File: config.mk
export PLATFORM = sky130hd
export DESIGN_NAME = occupancy_scoreboard_mc_flat
export DESIGN_NICKNAME = d
export VERILOG_FILES = /design/src/rtl/occupancy_scoreboard_mc_if.sv /design/src/rtl/occupancy_scoreboard_mc.sv /design/src/flat_wrapper.sv
export SDC_FILE = /design/constraint.sdc
export NUM_CORES = 1
export LEC_CHECK = 0
export CAP_MARGIN = 10
export CORE_ASPECT_RATIO = 2
export CORE_MARGIN = 2
export CORE_UTILIZATION = 52
export CTS_CLUSTER_SIZE = 14
export DETAILED_ROUTE_END_ITERATION = 12
export PLACE_DENSITY = 0.76
export SLEW_MARGIN = 5
export SYNTH_ARGS = -nofsm -noshare
export SYNTH_HDL_FRONTEND = slang
export SYNTH_SLANG_ARGS = --single-unit
File: constraint.sdc
create_clock -name clk -period 7.3 [get_ports clk]
set_input_delay 1.46 -clock clk [delete_from_list [all_inputs] [get_ports clk]]
set_output_delay 1.46 -clock clk [all_outputs]
set_load 0.1 [all_outputs]
File: src/rtl/occupancy_scoreboard_mc_if.sv
// Bundle of scoreboard stimulus and result signals for occupancy_scoreboard_mc.
// The master side drives pulses and counts; the slave side is the scoreboard itself.
interface occupancy_scoreboard_mc_if #(
  parameter int LANES   = 2,
  parameter int COUNT_W = 4,
  parameter int ERR_W   = 16
);
  logic                 check_en;
  logic                 clr_stats;
  logic [LANES-1:0]     inc_exp;
  logic [LANES-1:0]     dec_exp;
  logic [LANES-1:0]     enter;
  logic [LANES-1:0]     exit;
  logic [COUNT_W-1:0]   count_exp;
  logic [COUNT_W-1:0]   count;
  logic [ERR_W-1:0]     error_count;
  logic [2*LANES-1:0]   err_missing;
  logic [2*LANES-1:0]   err_unexpected;
  logic [2*LANES-1:0]   err_overlap;
  logic                 err_count;
  logic                 pending;
  logic                 pass;

  modport master (
    output check_en, clr_stats, inc_exp, dec_exp, enter, exit, count_exp, count,
    input  error_count, err_missing, err_unexpected, err_overlap, err_count, pending, pass
  );

  modport slave (
    input  check_en, clr_stats, inc_exp, dec_exp, enter, exit, count_exp, count,
    output error_count, err_missing, err_unexpected, err_overlap, err_count, pending, pass
  );
endinterface

File: src/rtl/occupancy_scoreboard_mc.sv
// Multi-lane occupancy checker: per-(lane,direction) latency-window trackers, quiescent
// count compare, saturating error counter and sticky error flags.
//
// state   | meaning
// IDLE    | no expectation outstanding
// WAIT    | expectation seen, waiting up to MAX_LAT cycles for the DUT pulse
module occupancy_scoreboard_mc #(
  parameter int LANES   = 2,
  parameter int COUNT_W = 4,
  parameter int MAX_LAT = 2,
  parameter int ERR_W   = 16
) (
  input logic clk,
  input logic reset,
  occupancy_scoreboard_mc_if.slave bus
);

  localparam int NT    = 2 * LANES;
  localparam int TMR_W = (MAX_LAT > 0) ? $clog2(MAX_LAT + 1) : 1;
  localparam int N_W   = $clog2(NT + 2);
  localparam int SUM_W = ERR_W + N_W;

  localparam logic [0:0] ST_IDLE = 1'b0;
  localparam logic [0:0] ST_WAIT = 1'b1;

  localparam logic [TMR_W-1:0] TMR_LAST = TMR_W'((MAX_LAT > 0) ? MAX_LAT - 1 : 0);
  localparam logic [ERR_W-1:0] ERR_MAX  = {ERR_W{1'b1}};

  logic [NT-1:0]      st_q, st_d;
  logic [TMR_W-1:0]   tmr_q [NT];
  logic [TMR_W-1:0]   tmr_d [NT];

  logic [NT-1:0]      exp_v, act_v;
  logic [NT-1:0]      new_miss, new_unexp, new_ovl;
  logic               cnt_bad;
  logic               all_idle;
  logic [COUNT_W-1:0] cnt_diff;
  logic [N_W-1:0]     n_err;
  logic [SUM_W-1:0]   err_sum;

  logic [ERR_W-1:0]   error_count_q, error_count_d;
  logic [NT-1:0]      err_missing_q, err_unexpected_q, err_overlap_q;
  logic               err_count_q;
  logic               pending_q, pass_q;

  // Lower half of each vector is the enter direction, upper half the exit direction.
  assign exp_v    = {bus.dec_exp, bus.inc_exp};
  assign act_v    = {bus.exit, bus.enter};
  assign cnt_diff = bus.count ^ bus.count_exp;

  always_comb begin
    st_d      = st_q;
    tmr_d     = tmr_q;
    new_miss  = '0;
    new_unexp = '0;
    new_ovl   = '0;
    cnt_bad   = 1'b0;
    all_idle  = 1'b1;
    if (bus.check_en) begin
      for (int t = 0; t < NT; t++) begin
        if (st_q[t] == ST_IDLE) begin
          if (exp_v[t] && !act_v[t]) begin
            if (MAX_LAT > 0) begin
              st_d[t]  = ST_WAIT;
              tmr_d[t] = '0;
            end else begin
              new_miss[t] = 1'b1;
            end
          end else if (!exp_v[t] && act_v[t]) begin
            new_unexp[t] = 1'b1;
          end
        end else begin
          if (act_v[t]) begin
            if (exp_v[t]) tmr_d[t] = '0;
            else          st_d[t]  = ST_IDLE;
          end else if (exp_v[t]) begin
            new_ovl[t] = 1'b1;
            tmr_d[t]   = '0;
          end else if (tmr_q[t] == TMR_LAST) begin
            new_miss[t] = 1'b1;
            st_d[t]     = ST_IDLE;
          end else begin
            tmr_d[t] = tmr_q[t] + TMR_W'(1);
          end
        end
      end
      for (int t = 0; t < NT; t++) begin
        if (st_d[t] != ST_IDLE) all_idle = 1'b0;
      end
      cnt_bad = all_idle && (|cnt_diff);
    end
  end

  always_comb begin
    n_err = N_W'(cnt_bad);
    for (int t = 0; t < NT; t++) begin
      n_err = n_err + N_W'(new_miss[t]) + N_W'(new_unexp[t]) + N_W'(new_ovl[t]);
    end
    // A clear drops the old total but still accounts for this cycle's errors.
    err_sum = (bus.clr_stats ? '0 : SUM_W'(error_count_q)) + SUM_W'(n_err);
    if (err_sum > SUM_W'(ERR_MAX)) error_count_d = ERR_MAX;
    else                           error_count_d = err_sum[ERR_W-1:0];
  end

  always_ff @(posedge clk) begin
    if (!reset) begin
      st_q             <= '0;
      for (int t = 0; t < NT; t++) tmr_q[t] <= '0;
      error_count_q    <= '0;
      err_missing_q    <= '0;
      err_unexpected_q <= '0;
      err_overlap_q    <= '0;
      err_count_q      <= 1'b0;
      pending_q        <= 1'b0;
      pass_q           <= 1'b1;
    end else begin
      st_q             <= st_d;
      for (int t = 0; t < NT; t++) tmr_q[t] <= tmr_d[t];
      error_count_q    <= error_count_d;
      err_missing_q    <= (bus.clr_stats ? '0 : err_missing_q)    | new_miss;
      err_unexpected_q <= (bus.clr_stats ? '0 : err_unexpected_q) | new_unexp;
      err_overlap_q    <= (bus.clr_stats ? '0 : err_overlap_q)    | new_ovl;
      err_count_q      <= (bus.clr_stats ? 1'b0 : err_count_q)    | cnt_bad;
      pending_q        <= |st_d;
      pass_q           <= (error_count_d == '0) && !(|st_d);
    end
  end

  assign bus.error_count    = error_count_q;
  assign bus.err_missing    = err_missing_q;
  assign bus.err_unexpected = err_unexpected_q;
  assign bus.err_overlap    = err_overlap_q;
  assign bus.err_count      = err_count_q;
  assign bus.pending        = pending_q;
  assign bus.pass           = pass_q;

endmodule

File: src/flat_wrapper.sv
// flat-port wrapper written by rule: the top's interface ports become plain ports
module occupancy_scoreboard_mc_flat 
#(
  parameter int LANES   = 2,
  parameter int COUNT_W = 4,
  parameter int MAX_LAT = 2,
  parameter int ERR_W   = 16
)
  (clk, reset, bus_check_en, bus_clr_stats, bus_inc_exp, bus_dec_exp, bus_enter, bus_exit, bus_count_exp, bus_count, bus_error_count, bus_err_missing, bus_err_unexpected, bus_err_overlap, bus_err_count, bus_pending, bus_pass);
  occupancy_scoreboard_mc_if #(.LANES(LANES), .COUNT_W(COUNT_W), .ERR_W(ERR_W)) bus_i ();
  input logic clk;
  input logic reset;
  input wire logic [$bits(bus_i.check_en)-1:0] bus_check_en;
  input wire logic [$bits(bus_i.clr_stats)-1:0] bus_clr_stats;
  input wire logic [$bits(bus_i.inc_exp)-1:0] bus_inc_exp;
  input wire logic [$bits(bus_i.dec_exp)-1:0] bus_dec_exp;
  input wire logic [$bits(bus_i.enter)-1:0] bus_enter;
  input wire logic [$bits(bus_i.exit)-1:0] bus_exit;
  input wire logic [$bits(bus_i.count_exp)-1:0] bus_count_exp;
  input wire logic [$bits(bus_i.count)-1:0] bus_count;
  output wire logic [$bits(bus_i.error_count)-1:0] bus_error_count;
  output wire logic [$bits(bus_i.err_missing)-1:0] bus_err_missing;
  output wire logic [$bits(bus_i.err_unexpected)-1:0] bus_err_unexpected;
  output wire logic [$bits(bus_i.err_overlap)-1:0] bus_err_overlap;
  output wire logic [$bits(bus_i.err_count)-1:0] bus_err_count;
  output wire logic [$bits(bus_i.pending)-1:0] bus_pending;
  output wire logic [$bits(bus_i.pass)-1:0] bus_pass;
  assign bus_i.check_en = bus_check_en;
  assign bus_i.clr_stats = bus_clr_stats;
  assign bus_i.inc_exp = bus_inc_exp;
  assign bus_i.dec_exp = bus_dec_exp;
  assign bus_i.enter = bus_enter;
  assign bus_i.exit = bus_exit;
  assign bus_i.count_exp = bus_count_exp;
  assign bus_i.count = bus_count;
  assign bus_error_count = bus_i.error_count;
  assign bus_err_missing = bus_i.err_missing;
  assign bus_err_unexpected = bus_i.err_unexpected;
  assign bus_err_overlap = bus_i.err_overlap;
  assign bus_err_count = bus_i.err_count;
  assign bus_pending = bus_i.pending;
  assign bus_pass = bus_i.pass;
  occupancy_scoreboard_mc #(.LANES(LANES), .COUNT_W(COUNT_W), .MAX_LAT(MAX_LAT), .ERR_W(ERR_W)) u_core (.clk(clk), .reset(reset), .bus(bus_i));
endmodule
==> qor.txt, run 1 <==
Vias in the first global route: 2555
Routed len/inst: 16.0 um
Nets: 438
TritonRoute pass-1 iters: 4
Setup crit end: u_core.bus.pass$_SDFF_PN1_
Synth Flop Type: dfxtp_1
Worst EP arrival: 7240 ps
Final setup TNS: 0 ps
Global-route wire length before repair: 11500 um
Max Clock Skew: 9.30 ps
Placeable Area: 4860 sq um
Clk_lat worst skew: 310 ps
Dominant cells by area after synthesis: dfxtp_1, a21oi_1, fa_1, ha_1, nor2_1
Cts hold-fix bufs: 0
Antenna cells: 0
Most common cell on crit path: fa_1
Total GRT Usage: 28.1%
Post-synth EDFFs: 0
Worst slew margin: 33.3%
Final Hold Fails: 0
Max Cap Viol: 0
Crit path launch type: input port
CP delay by family, top: adder cells
Clock Pin Slew Worst Setup and Hold Paths: 90 ps
Area share of the largest cell type after synthesis: 32.8%
Worst-margin pin slew: 998 ps
R2R depth: 26
Worst Setup End Kind: flip-flop
R2r endpoint: u_core.bus.pass$_SDFF_PN1_
Synth cell count leaders: dfxtp_1, nor2_1, a21oi_1, nand2_1, inv_1
Number of H-tree levels: 2
Post-route design area: 3610 sq um
Seq/Total Area, Yosys: 32.8%
Post-DP HPWL: 5730 um
Worst min path class: flip-flop to flip-flop
Fraction of final layout cells sized beyond drive strength 1: 18.0%
Gr ovfl total: 0
Mapped Cells: 317
Critical-path top delay cell: fa_1
Vias per cell: 5.76
Placed insts: 447
Total CTS buffers: 5
Area growth, synth to finish: 37.5%
Slowest cell delay on critical path: 510 ps
CP max FO: 5
Synth warn: 0
Cell Area, Synth: 2620 sq um
Fin. max-slew vios: 0
Fin crit share: 96.5%
Min Tclk post-route: 7040 ps
Final WL: 7320 um
CTS sink count: 43
Initial DRC Count: 65
Die width: 54.2 um
IO Pins: 51
# setup viols final: 0
Largest net degree at the start of global routing: 24
CP Launch Point: bus_inc_exp[1]
PwrDens: 149 nW/um^2
Status: finished, final reports clean
Worst reg2reg path startpoint: u_core.tmr_q[3]$_SDFFE_PN0P_
Antenna viol nets, final: 0
WP data required: 7500 ps
Syn nets: 356
Buffers on Ports: 50
CP cell instances: clkdlybuf4s50_1, nor2_1, a21oi_2, nor4_4, ha_1, inv_1, fa_1, fa_1, fa_1, fa_1, inv_1, ha_1, inv_1, fa_1, xnor2_2, xnor2_1, ha_2, and2b_2, or2_1, buf_4, a31oi_1, nand3_1, nand4_1, o31ai_2
Worst vdd ir: 0.169 mV
DRC: 0
Die area: 5660 sq um
R2R setup slack: 1250 ps
Total number of vias: 2634
Cell with the most instances after synthesis: dfxtp_1
Avg Cell Area, Syn: 8.28 sq um
#FFs+latches synth: 43
Final std cells w/o fill: 457
Crit. path cell count: 24
Largest area contributor in the netlist: dfxtp_1
Clk buf depth: 2
Initial antenna violation count: 0
Lkg Pwr: 0.00142 uW
Placement Rows: 36
Area of placed instances: 3400 sq um
Kind of critical path: input port to flip-flop
Pwr Total: 536 uW
CTS root buffer: clkbuf_8
Gpl congestion: 0.912
Chip height: 104 um
Synth cell types: 52
CTS tree: done
Async SR Flop Fraction: 0%
Critical path buffers and inverters: 5
Initial Util: 53.9%
Fmax: 0.142 GHz
-- cells by family (layout without fill, tap and decap cells) --
family / after synthesis / in the layout / share of synthesized area [%]
simple gates: 131 / 131 / 26.5
compound gates: 66 / 66 / 15.9
flops: 43 / 43 / 32.8
buf+inv: 35 / 118 / 5.58
fa+ha+maj: 19 / 19 / 11.3
xor+xnor: 18 / 18 / 6.01
mux: 5 / 5 / 1.91
-- where the power goes --
| part | internal, uW | switching [uW] |
|---|---|---|
| Clock | 67.0 | 86.6 |
| Sequential | 241 | 4.30 |
| Combinational | 50.2 | 86.8 |
-- state kept, by name, indices dropped and copies added (netlist names) --
signal and flops:
u_core.bus.err_overlap 4, u_core.bus.pass 1, u_core.st_q 4, u_core.bus.err_missing 4
u_core.bus.error_count 16, u_core.bus.pending 1, u_core.bus.err_count 1, u_core.tmr_q 8
u_core.bus.err_unexpected 4
-- through the flow --
stage	setup slack, ps	hold WS (ps)	utilization, %
5_1_grt	-35.3	494	74.2
4_1_cts	10.1	456	71.8
3_5_place_dp	-431	445	69.9
3_3_place_gp	-176	441	69.9
2_1_floorplan	459	432	-
6_report	258	452	74.2
-- routing by layer --
layer | global-route usage, % | part of all wire (%) | routed length, um
met1 | 25.3 | 32 | 2360
met2 | 52.9 | 59 | 4290
met3 | 4.45 | 3.9 | 284
met4 | 16.1 | 5.3 | 388
met5 | 0 | 0 | 0
-- cell type report --
cell class	instances	area, sq um
clock inverters	2	12.5
repair buffers	88	788
fillers	376	1260
well taps	57	71.3
inverters	22	82.6
flip-flops and latches	43	861
multi-input cells	239	1720
clock buffers	6	72.6
-- timing repair --
| item | in CTS | in global routing |
|---|---|---|
| buffers inserted | 0 | 2 |
| pin swaps | 0 | 8 |
| endpoints found under the hold margin | 0 | 0 |
| endpoints found under the setup margin | 3 | 17 |
| gates resized for setup | 1 | 23 |
-- layout by cell type (no fill, tap or decap), types with 4 or more instances in the layout --
| cell type | instances |
|---|---|
| nor2_1 | 33 |
| o21ai_1 | 4 |
| nand4_1 | 6 |
| o21ai_0 | 7 |
| a21oi_1 | 28 |
| nor2b_1 | 11 |
| and3_1 | 4 |
| clkbuf_8 | 5 |
| ha_1 | 10 |
| dfxtp_1 | 43 |
| fa_1 | 7 |
| nand2b_1 | 4 |
| xor2_1 | 4 |
| a21oi_2 | 4 |
| nand4b_1 | 5 |
| buf_4 | 38 |
| a21boi_1 | 5 |
| nand3_1 | 10 |
| xnor2_1 | 13 |
| clkdlybuf4s50_1 | 49 |
| inv_1 | 21 |
| nand2_1 | 29 |
-- how the worst min path moves through the flow --
stage	cells past startpoint	startpoint	slack, ps	endpoint
4_1_cts	2	u_core.tmr_q[1]$_SDFFE_PN0P_	460	u_core.tmr_q[1]$_SDFFE_PN0P_
3_5_place_dp	2	u_core.tmr_q[1]$_SDFFE_PN0P_	450	u_core.tmr_q[1]$_SDFFE_PN0P_
3_3_place_gp	2	u_core.tmr_q[1]$_SDFFE_PN0P_	440	u_core.tmr_q[1]$_SDFFE_PN0P_
2_1_floorplan	2	u_core.tmr_q[1]$_SDFFE_PN0P_	430	u_core.tmr_q[1]$_SDFFE_PN0P_
6_report	2	u_core.tmr_q[1]$_SDFFE_PN0P_	450	u_core.tmr_q[1]$_SDFFE_PN0P_
5_1_grt	2	u_core.bus.err_missing[2]$_SDFF_PN0_	490	u_core.bus.err_missing[2]$_SDFF_PN0_
-- worst register-to-register path, delay by kind of cell (launching register included) --
family,cells,cell delay (ps)
simple gates,7,1170
fa+ha+maj,9,3240
xor+xnor,2,330
flops,1,330
compound gates,3,480
buf+inv,5,370
Note: power is estimated with default switching activity, not from simulation.
==> run 2: changes to the inputs <==
==> constraint.sdc (replaced) <==
create_clock -name clk -period 6.6 [get_ports clk]
set_input_delay 1.32 -clock clk [delete_from_list [all_inputs] [get_ports clk]]
set_output_delay 1.32 -clock clk [all_outputs]
set_load 0.1 [all_outputs]
==> run 2 against run 1 <==
The run now ends with negative setup slack left; non-clock buffer count up 39; wire length up 18%; worst hold slack about the same; count of clock-buffer cells in the layout did not move; core utilization grew 6.4 points; register-to-register slack got worse by 780 ps; combinational power rose by 26%; clock skew shrank 2.9 ps; critical path type unchanged.
==> qor.txt, run 2 (synthesized netlist as in run 1, its figures left out) <==
Status: finished with violations
Failing checks: negative setup slack
Number of flip-flops in the largest register: 16
Min Tclk post-route: 6630 ps
Placeable Area: 4860 sq um
Most common cell on crit path: fa_1
Fill cells: 321
Vias in the first global route: 2825
Max Cap Viol: 0
Antenna viol nets, final: 0
Total CTS buffers: 5
Largest net degree at the start of global routing: 24
Most common cell after layout, fill and taps aside: buf_4
CTS sink count: 43
Critical-path top delay cell: fa_1
Final WS setup: -30.2 ps
Worst EP arrival: 6850 ps
CP max FO: 5
Initial Util: 53.9%
Crit path launch type: input port
Critical path buffers and inverters: 7
CTS root buffer: clkbuf_8
Die width: 54.2 um
Die area: 5660 sq um
Gpl congestion: 0.853
CP cell instances: dlygate4sd2_1, buf_4, inv_2, nor4b_1, buf_4, fa_1, inv_1, fa_1, fa_1, fa_1, inv_1, ha_2, inv_2, fa_2, xnor2_2, xnor2_1, ha_2, and2b_2, o2111ai_4, or2_1, a31oi_2, nand4_1, o31ai_2
Global-route wire length before repair: 13600 um
Fraction of final layout cells sized beyond drive strength 1: 33.2%
IO Pins: 51
Gr ovfl total: 0
PwrDens: 155 nW/um^2
Post-route design area: 3920 sq um
Cts hold-fix bufs: 0
Nets: 477
Worst slew margin: 34.3%
Final Hold Fails: 0
CTS tree: done
Final setup TNS: -30.2 ps
Clock Pin Slew Worst Setup and Hold Paths: 80 ps
Worst min path class: flip-flop to flip-flop
RSZ-0062 raised after global routing: yes
Multi-input gate area in the final layout: 1810 sq um
# setup viols final: 1
Antenna cells: 0
Fmax: 0.151 GHz
Initial antenna violation count: 0
Area of placed instances: 3470 sq um
Clk buf depth: 2
Lkg Pwr: 0.00161 uW
Initial DRC Count: 98
WP data required: 6820 ps
Area growth, synth to finish: 49.4%
Worst-margin pin slew: 982 ps
CP delay by family, top: adder cells
Slowest cell delay on critical path: 500 ps
Post-DP HPWL: 5730 um
Total GRT Usage: 33.1%
FF+latch area: 861 sq um
Max Clock Skew: 6.39 ps
Vias per cell: 5.77
Worst Setup End Kind: flip-flop
Fin. max-slew vios: 0
Placement Rows: 36
Fin crit share: 100%
Chip height: 104 um
Kind of critical path: input port to flip-flop
Number of H-tree levels: 2
Total number of vias: 2849
TritonRoute pass-1 iters: 4
Buffers on Ports: 50
Worst vdd ir: 0.143 mV
Routed len/inst: 17.5 um
Final WL: 8650 um
Clk_lat worst skew: 300 ps
Commonest non-fill, non-tap cells in the layout: buf_4, dfxtp_1, clkdlybuf4s50_1
DRC: 0
## run 2: cell types whose count changed in the layout (fill, tap and decap cells not counted), moves of 3 or more
cell             previous run  this run
buf_2                       0        10
buf_4                      38        74
clkdlybuf4s50_1            49        33
buf_6                       0         3
clkbuf_2                    0         4
nor2_1                     33        30
## run 2: metrics by stage
stage	utilization [%]	hold WS [ps]	power [uW]	instances	setup WS, ps
after floorplan	-	432	373	317	6.15
after global placement	71.3	441	428	454	-591
after detailed placement	71.3	446	431	454	-879
after CTS	78.5	456	597	492	-86.4
after global routing	80.6	473	628	494	-239
final	80.6	453	606	494	-30.2
## run 2: repair_timing
item                                    in CTS  in global routing
buffers inserted                            32                  3
endpoints found under the setup margin      17                 17
pin swaps                                   31                 28
resized for setup                           66                 33
## run 2: power by group
group          switching, uW  total (uW)  internal (uW)
clock                   89.5         160           70.7
combinational            106         173           67.1
sequential              5.53         272            267
## run 2: final cells by class
class	count	area share (%)
flip-flops and latches	43	22.0
well taps	57	1.82
clock buffers	6	1.85
multi-input cells	239	46.2
inverters	22	2.11
repair buffers	127	26.1
## run 2: worst register-to-register path: stages, from the launching register on
cell and delay, ps:
dfxtp_1 330, inv_1 50, ha_1 190, nor2b_1 260, nor2_1 90, a21oi_2 200
nor4_4 80, ha_1 290, inv_2 40, fa_1 480, fa_1 560, fa_1 450
fa_1 480, inv_1 70, ha_2 170, inv_2 40, fa_2 350, xnor2_2 150
xnor2_1 130, ha_2 390, and2b_2 220, o2111ai_4 160, or2_1 280, a31oi_2 230
nand4_1 160, o31ai_2 230
## run 2: routing by layer
layer	track usage, %	routed length (um)
met1	30.9	2830
met2	55.8	4940
met3	10.5	320
met4	23.6	567
met5	0	0
## run 2: worst paths after layout
path                                     start                           end  slack (ps)  cells after the start
hold reg to reg   u_core.tmr_q[1]$_SDFFE_PN0P_  u_core.tmr_q[1]$_SDFFE_PN0P_         450                      2
setup reg to reg  u_core.tmr_q[5]$_SDFFE_PN0P_    u_core.bus.pass$_SDFF_PN1_         470                     25
setup / recovery                  bus_check_en    u_core.bus.pass$_SDFF_PN1_         -30                     23
hold / removal    u_core.tmr_q[1]$_SDFFE_PN0P_  u_core.tmr_q[1]$_SDFFE_PN0P_         450                      2
